## src/rtl/mem_responder.sv

```systemverilog
// rtl/mem_responder.sv - mem_valid/mem_ready responder over a single-port SRAM macro
// Byte stores become read-modify-write because the macro has no byte mask.
module mem_responder #(
   parameter int          DATA_WIDTH = 32,
   parameter int          ADDR_WIDTH = 5,
   parameter int          SRAM_AW    = 6,
   parameter logic [31:0] BASE_ADDR  = 32'h0000_0000,
   parameter bit          READ_ONLY  = 1'b0
) (
   input  logic                    clk,
   input  logic                    resetn,
   input  logic                    mem_valid,
   input  logic                    mem_instr,
   input  logic [31:0]             mem_addr,
   input  logic [DATA_WIDTH-1:0]   mem_wdata,
   input  logic [DATA_WIDTH/8-1:0] mem_wstrb,
   output logic                    mem_ready,
   output logic [DATA_WIDTH-1:0]   mem_rdata,
   output logic                    err,
   output logic                    sram_csb,
   output logic                    sram_web,
   output logic [SRAM_AW-1:0]      sram_addr,
   output logic [DATA_WIDTH-1:0]   sram_din,
   input  logic [DATA_WIDTH-1:0]   sram_dout
);

   typedef enum logic [1:0] {S_IDLE, S_RD, S_RMW, S_DONE} state_t;

   state_t                  state_q, state_d;
   logic [DATA_WIDTH-1:0]   rdata_q, rdata_d;
   logic                    err_q, err_d;

   logic [31:0]             offset;
   logic [ADDR_WIDTH-1:0]   idx;
   logic                    in_range;
   logic                    is_read;
   logic                    is_full;
   logic                    reject;
   logic [DATA_WIDTH-1:0]   merged;
   logic                    unused_ok;

   assign offset    = mem_addr - BASE_ADDR;
   assign idx       = offset[ADDR_WIDTH+1:2];
   assign in_range  = (offset[31:ADDR_WIDTH+2] == '0);
   assign is_read   = (mem_wstrb == '0);
   assign is_full   = (mem_wstrb == '1);
   assign reject    = !in_range || (!is_read && READ_ONLY);
   assign sram_addr = SRAM_AW'(idx);
   assign unused_ok = &{1'b0, mem_instr, offset[1:0]};

   always_comb begin
      merged = sram_dout;
      for (int k = 0; k < DATA_WIDTH/8; k++) begin
         if (mem_wstrb[k]) merged[8*k +: 8] = mem_wdata[8*k +: 8];
      end
   end

   always_comb begin
      state_d  = state_q;
      rdata_d  = rdata_q;
      err_d    = err_q;
      sram_csb = 1'b1;
      sram_web = 1'b1;
      sram_din = mem_wdata;
      case (state_q)
         S_IDLE: begin
            if (mem_valid) begin
               if (reject) begin
                  err_d   = 1'b1;
                  if (is_read) rdata_d = '0;
                  state_d = S_DONE;
               end else if (is_read) begin
                  sram_csb = 1'b0;
                  state_d  = S_RD;
               end else if (is_full) begin
                  sram_csb = 1'b0;
                  sram_web = 1'b0;
                  state_d  = S_DONE;
               end else begin
                  sram_csb = 1'b0;
                  state_d  = S_RMW;
               end
            end
         end
         S_RD: begin
            rdata_d = sram_dout;
            state_d = S_DONE;
         end
         S_RMW: begin
            sram_csb = 1'b0;
            sram_web = 1'b0;
            sram_din = merged;
            state_d  = S_DONE;
         end
         S_DONE:  state_d = S_IDLE;
         default: state_d = S_IDLE;
      endcase
      // Reset must also kill an in-flight RMW write-back in the same cycle.
      if (!resetn) begin
         sram_csb = 1'b1;
         sram_web = 1'b1;
      end
   end

   always_ff @(posedge clk) begin
      if (!resetn) begin
         state_q <= S_IDLE;
         rdata_q <= '0;
         err_q   <= 1'b0;
      end else begin
         state_q <= state_d;
         rdata_q <= rdata_d;
         err_q   <= err_d;
      end
   end

   assign mem_ready = (state_q == S_DONE);
   assign mem_rdata = rdata_q;
   assign err       = err_q;

endmodule

```

## config.mk

```make
export PLATFORM = sky130hd
export DESIGN_NAME = mem_responder
export DESIGN_NICKNAME = d
export VERILOG_FILES = /design/src/rtl/mem_responder.sv
export SDC_FILE = /design/constraint.sdc
export NUM_CORES = 1
export LEC_CHECK = 0
export BUFFER_PORTS_ARGS = -buffer_cell sky130_fd_sc_hd__buf_2
export CORE_MARGIN = 2
export CORE_UTILIZATION = 43
export DETAILED_ROUTE_END_ITERATION = 8
export GPL_ROUTABILITY_DRIVEN = 0
export PLACE_DENSITY = 0.88
export SETUP_SLACK_MARGIN = 0.4
export SYNTH_ARGS = -nofsm -noshare
export SYNTH_HDL_FRONTEND = slang
export SYNTH_SLANG_ARGS = --single-unit
```

## constraint.sdc

```tcl
create_clock -name clk -period 3.98 [get_ports clk]
set_input_delay 0.398 -clock clk [delete_from_list [all_inputs] [get_ports clk]]
set_output_delay 0.398 -clock clk [all_outputs]
set_load 0.005 [all_outputs]
```

==> results of run 1 <==
-- metrics by stage --
stage | util [%] | setup WS (ns) | power [mW]
after global placement | 58.3 | 1.60 | 0.958
after global routing | 59.8 | 1.60 | 1.31
after floorplan | - | 2.31 | 0.780
after CTS | 59.8 | 1.76 | 1.22
final | 59.8 | 1.76 | 1.21
after detailed placement | 58.3 | 1.55 | 0.979
-- synth_stat cells, drive strengths merged --
| cell type | number |
|---|---|
| clkbuf | 12 |
| nand3 | 34 |
| nor2b | 2 |
| nor4 | 7 |
| buf | 12 |
| nand2 | 34 |
| nor2 | 1 |
| o21bai | 1 |
| a211oi | 1 |
| o22ai | 33 |
| dfxtp | 35 |
| o21ai | 34 |
| conb | 1 |
| o2111a | 1 |
| nor4b | 1 |
| ha | 4 |
| o2111ai | 1 |
| and4 | 1 |
| o211ai | 1 |
| a21bo | 1 |
| nand4 | 2 |
| nor3 | 3 |
| a21oi | 2 |
| nand2b | 6 |
| inv | 36 |
-- worst max-delay path: stages, from the launching register on --
cell and delay [ns]:
dfxtp_1 0.35, inv_1 0.09, ha_1 0.30, nand4_1 0.18, o2111ai_4 0.61, buf_4 0.40, o22ai_2 0.10
-- layout by cell type, fill, tap and decap left out, drive strengths merged --
master and count:
o2111a 1, nand3 34, a21oi 2, nand4 2, nor4b 1, conb 1
a211oi 1, o211ai 1, a21bo 1, clkinvlp 1, nor2b 2, o22ai 33
ha 4, clkbuf 5, inv 36, o2111ai 1, and4 1, nor3 3
nand2b 6, nor4 7, o21ai 34, buf 164, o21bai 1, nand2 34
dfxtp 35, nor2 1
-- state kept, by name, indices dropped and copies added, names as in the netlist --
name	cells
err	1
mem_rdata	32
state_q	2
-- cell type report --
| type | count | area (um2) |
|---|---|---|
| Fill cell | 459 | 2030 |
| Multi-Input combinational cell | 171 | 1190 |
| Timing Repair Buffer | 164 | 823 |
| Sequential cell | 35 | 701 |
| Inverter | 36 | 135 |
| Tap cell | 70 | 87.6 |
| Clock buffer | 5 | 68.8 |
| Clock inverter | 1 | 7.51 |
-- layer usage --
layer | GRT usage (%) | vias to the layer above | wire (um)
li1 | - | 1203 | -
met1 | 22.7 | 1070 | 2470
met2 | 37.4 | 102 | 3090
met3 | 5.29 | 10 | 391
met4 | 5.46 | 0 | 83
met5 | 0 | - | 0
-- power by group through the flow --
stage | Combinational [mW] | Clock [mW] | Sequential (mW)
after global routing | 0.589 | 0.256 | 0.461
after detailed placement | 0.519 | 0 | 0.459
final | 0.519 | 0.234 | 0.453
after CTS | 0.522 | 0.246 | 0.452
after floorplan | 0.318 | 0 | 0.462
after global placement | 0.502 | 0 | 0.456
-- path summary, 6_finish.rpt --
check	slack [ns]	from	endpoint	cells after the start
worst max-delay path	1.76	state_q[0]	mem_rdata[24]	6
worst min register to register	0.44	err	err	2
worst max register to register	1.76	state_q[0]	mem_rdata[24]	6
worst min-delay path	0.41	sram_dout[25]	mem_rdata[25]	3
-- cells by family (layout without fill, tap and decap cells) --
kind of cell	after synthesis	after routing	share of synthesized area, %
flip-flops	35	35	31.7
AND/OR/NAND/NOR	91	91	22.3
AO/OA/AOI/OAI	75	75	29.2
adder cells (fa/ha/maj)	4	4	2.26
buffers and inverters	60	206	14.4
other	1	1	0.170
==> impl_metrics.ini, run 1 <==
[run_status]
status = finished clean

[global_routing]
grt-ovfl-total = 0
track_usage_pct = 20.2
antenna_found_initial = 0
grt_max_degree = 39
first_global_vias = 2033
grt_pass1_wl_mm = 8.99

[power_and_ir_drop]
pwr-share-clk_pct = 19.4
power.density_nw_per_um2 = 400
power_switching_share_pct = 36.7
intPower_uw = 763
seq_power_share_pct = 37.6
pwr-share-comb_pct = 43.0
peakVddDrop_v = 0.000180
p_leak_nw = 1.62
switchingPower_uw = 442

[worst_hold_path]
hp-class = in -> reg

[drt]
routed_wl_mm = 6.04
drtAntennaViolNets = 0
vias_per_cell = 4.95
wl_per_cell_um = 12.5
drt-pass1-iter-count = 4
drc_errors = 0
drt_first_iter_violations = 79
num_vias = 2385

[layout]
stdcell_area_um2 = 3020
nets = 521
fin_cells = 482
synthToLayoutAreaGrowth_pct = 36.3
antennaDiodeCount = 0
drive_gt1_share_pct = 51.0

[worst_setup_path]
cp_data_arrival_time_ns = 2.34
start_kind = flop
cp-end-kind = flop
worstSetupPathType = reg -> reg
cp_max_fo = 17
cp.required_ns = 4.10

[die]
row_count = 26
die_w_um = 75.7
coreArea_um2 = 5040
die_y_um = 75.7
fp.dieArea_um2 = 5730
ios = 178
initial_core_util_pct = 43.9

[clocking]
clockRootBuffer = clkbuf_8
clockBufferDepth = 2
clk_latency_ns = 0.28
cts_htree_levels = 2
cts_resized = 0
cts_inserted_buffers = 5
cts.sinks = 35
clk_pin_slew_ns = 0.07
cts_tree = done
cts_setup_buffers = 0
ctsHoldBuffers = 0

[timing]
period_needed_ns = 2.22
skew_ns = 0.00737
tns_ns = 0
worst_pin_slew_ns = 1.24
clock.fmax_mhz = 451
period_share_pct = 55.7
hold_viol = 0
slew_violations = 0
setup_violations = 0
rsz0062_at_grt = no
hold_slack_ns = 0.406
slew_headroom_pct = 17.3

[placement]
hpwl_mm = 4.61
portBuffers = 163
place_inst = 476
dpl_cell_area_um2 = 2940

[synthesis]
syn_area_um2 = 2210
yosysTopAreaCell = dfxtp_1
syn-num-nets = 374
avgSynthCellArea_um2 = 8.32
ys_ff_latch = 35
synth_cells = 266
synth_top_cell_area_share_pct = 31.7
yosys-top-cells-area = dfxtp_1 (32%), o22ai_2 (17%), nand3_1 (7.7%)
synth_cell_type_count = 31
ys_seq_area_share_pct = 31.7
yosys_warnings = 0

[job]
max_cap_viol_count = 0
No activity file was read; power rests on OpenSTA's default activity.
==> inputs of run 2 (changes only) <==
- ABC_AREA: not set -> 1
- CORE_UTILIZATION: 43 -> 37
- PLACE_DENSITY: 0.88 -> 0.78
- clock period: 3.98 -> 1.9 ns (I/O delays scaled with it)
==> impl_metrics.ini, run 2 <==
[run_status]
status = finished clean

[job]
max_cap_viol_count = 0

[power_and_ir_drop]
p_total_mw = 4.61
peakVddDrop_v = 0.000501
p_leak_nw = 1.94
power.density_nw_per_um2 = 1230

[die]
die_w_um = 85.9
fp.dieArea_um2 = 7380
initial_core_util_pct = 38.7
die_y_um = 85.9
ios = 178
row_count = 29
coreArea_um2 = 6420

[layout]
synthToLayoutAreaGrowth_pct = 51.4
stdcell_area_um2 = 3760
nFillCells = 586
final_common_cell = buf_2
nets = 606
fin_cells = 576
layout_common_cells = buf_2 (155), nand2_1 (73), nor2_1 (53), dfxtp_1 (33), nand4_1 (28)
antennaDiodeCount = 0
largest_reg_flops = 32
drive_gt1_share_pct = 56.9

[synthesis]
synthMostInstantiatedCell = nand2_1
yosys_warnings = 0
synth-edff-count = 0
ys_ff_latch = 35
synth_cells = 329
yosysTopAreaCell = dfxtp_1
syn-num-nets = 437
synth_ff_type = dfxtp_1
ys_async_sr_fraction_pct = 0
synth_top_cell_area_share_pct = 28.2
ys_seq_area_share_pct = 28.2
yosys-top-cells-area = dfxtp_1 (28%), mux2_2 (15%), nand2_1 (12%)
netlist_top_cells_count = nand2_1 (77), nor2_1 (55), dfxtp_1 (35), mux2_2 (32), nand4_1 (28)
avgSynthCellArea_um2 = 7.55
synth_cell_type_count = 27
syn_area_um2 = 2480

[worst_setup_path]
cp.required_ns = 1.71
worstSetupPathType = reg -> out
r2r_end = mem_rdata[20]
cp-endpoint = sram_din[13]
cp_data_arrival_time_ns = 1.56
r2r_cells = 8
cp-end-kind = output pin
startpoint = state_q[0]
reg2reg_slack_ns = 0.34
cp_max_fo = 8
r2r-start = state_q[0]
start_kind = flop

[drt]
routed_wl_mm = 8.44
num_vias = 2885
drtAntennaViolNets = 0
drc_errors = 0
vias_per_cell = 5.01
drt_first_iter_violations = 142
wl_per_cell_um = 14.6
drt-pass1-iter-count = 4

[timing]
tns_ns = 0
hold_slack_ns = 0.234
setup_violations = 0
period_share_pct = 92.1
hold_viol = 0
period_needed_ns = 1.75
clock.fmax_mhz = 571
slew_violations = 0
rsz0062_at_grt = yes
skew_ns = 0.00731

[global_routing]
grt_use_met1_pct = 22.6
met3_usage_pct = 4.72
grt-ovfl-total = 0
top_usage_layer = met2
track_usage_pct = 20.5
first_global_vias = 2720
use_met2_pct = 38.4
grt_max_degree = 33
grt_pass1_wl_mm = 12.3
antenna_found_initial = 0

[clocking]
clk_latency_ns = 0.29
clk_pin_slew_ns = 0.07
cts_tree = done
cts_inserted_buffers = 5
clockBufferDepth = 2
cts_htree_levels = 2
cts.sinks = 35
clockRootBuffer = clkbuf_8

[placement]
dpl_cell_area_um2 = 3300
portBuffers = 163
place_inst = 553
hpwl_mm = 5.53

[worst_hold_path]
holdCritStartpoint = sram_dout[14]
hp-class = in -> reg
-- run 2: how the worst min path moves through the flow --
stage | endpoint | slack [ns] | cells past startpoint
CTS | mem_rdata[28] | 0.23 | 5
floorplan | mem_rdata[10] | 0.40 | 4
finish | mem_rdata[14] | 0.23 | 5
detailed placement | sram_addr[3] | 0.38 | 0
global route | mem_rdata[5] | 0.28 | 5
global placement | sram_addr[3] | 0.38 | 0
-- run 2: power breakdown --
part,leakage [nW],switching (mW),internal (mW)
combinational,1.61,1.48,1.36
sequential,0.287,0.199,1.02
clock,0.0402,0.290,0.255
-- run 2: final cells by class --
type | count | area [um2] | share of cell area [%]
sequential | 35 | 706 | 18.8
inverter | 20 | 82.6 | 2.20
clock buffer | 5 | 68.8 | 1.83
timing repair buffer | 181 | 1050 | 28.0
tap | 77 | 96.3 | 2.56
multi-input combinational | 255 | 1730 | 46.1
clock inverter | 3 | 20.0 | 0.532
-- run 2: worst max-delay path, cell delays in order, from the launching register on --
cell     delay, ns
dfxtp_2       0.34
inv_4         0.07
ha_4          0.21
nand2_4       0.07
buf_12        0.15
mux2_4        0.30
buf_6         0.12
-- run 2: through the flow --
step | worst slack, ns | utilization (%)
final | 0.150 | 58.6
after global routing | 0.121 | 58.6
after CTS | 0.176 | 55.6
after detailed placement | 0.148 | 51.4
after global placement | 0.198 | 51.4
after floorplan | 0.405 | -
-- run 2: cells by family after synthesis --
group,share of synthesized area (%)
adder cells (fa/ha/maj),2.02
buffers and inverters,10.2
other,0.151
flip-flops,28.2
multiplexers,14.5
AO/OA/AOI/OAI,2.47
AND/OR/NAND/NOR,42.4
-- run 2: repair_timing --
action,CTS,global route
buffers inserted,3,4
hold buffers,0,0
cloned,1,7
pin swaps,5,5
gates resized for setup,37,21
endpoints found under the setup margin,68,68
-- run 2: per-layer routing --
layer,routed length (um),vias to the layer above,part of all wire (%)
met5,0,-,0
met3,679,12,8.0
met2,4370,147,52
met1,3280,1304,39
li1,-,1422,-
met4,111,0,1.3
==> inputs of run 3 (changes only) <==
- CORE_MARGIN: 2 -> 10
- PLACE_DENSITY: 0.78 -> 0.86
==> impl_metrics.ini, run 3 (synthesized netlist as in run 2, its figures left out) <==
[clocking]
clk_pin_slew_ns = 0.08
cts_tree = done
clk_latency_ns = 0.29
cts.sinks = 35
ctsHoldBuffers = 0
cts_inserted_buffers = 5
clockBufferDepth = 2
clockRootBuffer = clkbuf_8
cts_htree_levels = 2

[drt]
drt-pass1-iter-count = 4
vias_per_cell = 5.04
drtAntennaViolNets = 0
drc_errors = 0
drt_first_iter_violations = 104
wl_per_cell_um = 17.6
num_vias = 2931
routed_wl_mm = 10.2

[power_and_ir_drop]
pwr-share-clk_pct = 15.5
intPower_mw = 3.09
switchingPower_mw = 2.21
pwr-share-comb_pct = 60.8
seq_power_share_pct = 23.7
power_switching_share_pct = 41.7
power.density_nw_per_um2 = 1340
peakVddDrop_v = 0.000580
p_leak_nw = 1.97
p_total_mw = 5.30

[worst_setup_path]
start_kind = flop
r2r_end = mem_rdata[29]
r2r_cells = 10
reg2reg_slack_ns = 0.31
worstSetupPathType = reg -> out
cp_data_arrival_time_ns = 1.54
cp.required_ns = 1.71
worst_path_max_delay_cell = dfxtp_4
cp-endpoint = sram_din[0]
crit_chain = inv_4 > ha_4 > nand2_8 > mux2_4 > buf_6
slowest_delay_ns = 0.35
crit_family = flip-flops
startpoint = state_q[0]
r2r-start = state_q[0]
crit_buf_inv = 2
path_depth = 5
cp-end-kind = output pin
cp_max_fo = 8

[placement]
dpl_cell_area_um2 = 3290
hpwl_mm = 7.12
portBuffers = 163
dp_worst_setup_slack_ns = 0.102

[timing]
tns_ns = 0
slew_violations = 0
fin_ws_ns = 0.173
clock.fmax_mhz = 579
period_needed_ns = 1.73
rsz0062_at_grt = yes
period_share_pct = 90.9
setup_violations = 0
skew_ns = 0.00412
hold_viol = 0

[job]
max_cap_viol_count = 0

[layout]
final_common_cell = buf_2
synthToLayoutAreaGrowth_pct = 59.3
largest_reg_flops = 32
nFillCells = 572
drive_gt1_share_pct = 58.9
multiInputGateArea_um2 = 1850
antennaDiodeCount = 0
seq_area_um2 = 708
layout_common_cells = buf_2 (161), nand2_1 (73), nor2_1 (46), dfxtp_1 (33), mux2_2 (30)
stdcell_area_um2 = 3960
nets = 611

[die]
die_w_um = 102
die_y_um = 102
coreArea_um2 = 6420
initial_core_util_pct = 38.7
row_count = 29
ios = 178
fp.dieArea_um2 = 10400

[global_routing]
grt-ovfl-total = 0
track_usage_pct = 18.2
first_global_vias = 3073
grt_max_degree = 22
grt_pass1_wl_mm = 15.2
antenna_found_initial = 0

[worst_hold_path]
hp-class = in -> reg

[run_status]
status = finished clean
## run 3: cell count changes in the layout (fill, tap and decap cells not counted), sizes merged
| cell | delta |
|---|---|
| buf | +5 |
| bufinv | +2 |
| clkinv | -1 |
| clkinvlp | -1 |
| nand3 | -1 |
| nand4 | +1 |
## run 3: per-stage QoR
stage	utilization, %	cells	hold slack (ns)
after floorplan	-	329	0.402
after global placement	51.2	552	0.380
after detailed placement	51.2	552	0.380
after CTS	59.0	577	0.217
after global routing	61.6	581	0.235
final	61.6	581	0.217
## run 3: timing repair
| action | CTS | global route |
|---|---|---|
| gates cloned | 6 | 1 |
| resized for setup | 43 | 31 |
| pin swaps | 15 | 5 |
| endpoints found under the setup margin | 68 | 68 |
| buffers inserted | 11 | 3 |
| hold endpoints to repair | 0 | 0 |
## run 3: area by class of cell
class,instances,area share (%)
Multi-Input combinational cell,255,46.8
Timing Repair Buffer,186,27.2
Sequential cell,35,17.9
Tap cell,77,2.43
Inverter,20,2.21
Clock buffer,5,1.74
Clock inverter,3,1.71
## run 3: worst min-delay path: stages
cell and delay, ns:
buf_2 0.08, nand2_1 0.04, inv_1 0.04, nor2_1 0.04, nor2_1 0.08
## run 3: worst min path at each step
stage,start,slack (ns),endpoint,depth (start not counted)
finish,sram_dout[14],0.22,mem_rdata[14],5
global route,sram_dout[14],0.23,mem_rdata[14],5
CTS,sram_dout[14],0.22,mem_rdata[14],5
detailed placement,mem_addr[2],0.38,sram_addr[0],0
global placement,mem_addr[2],0.38,sram_addr[0],0
floorplan,sram_dout[10],0.40,mem_rdata[10],4
## run 3: power groups by stage
stage	combinational, mW	clock, mW	sequential [mW]
global route	3.51	0.860	1.30
detailed placement	2.37	0	1.22
finish	3.22	0.819	1.26
global placement	2.32	0	1.20
CTS	2.93	0.831	1.23
floorplan	1.58	0	1.23
## run 3: layer usage
layer  global-route usage (%)  vias to the layer above  wire, um
li1                         -                     1437         -
met1                     18.8                     1351      3910
met2                     33.9                      129      5240
met3                     6.48                       14       937
met4                     5.42                        0       139
met5                        0                        -         0
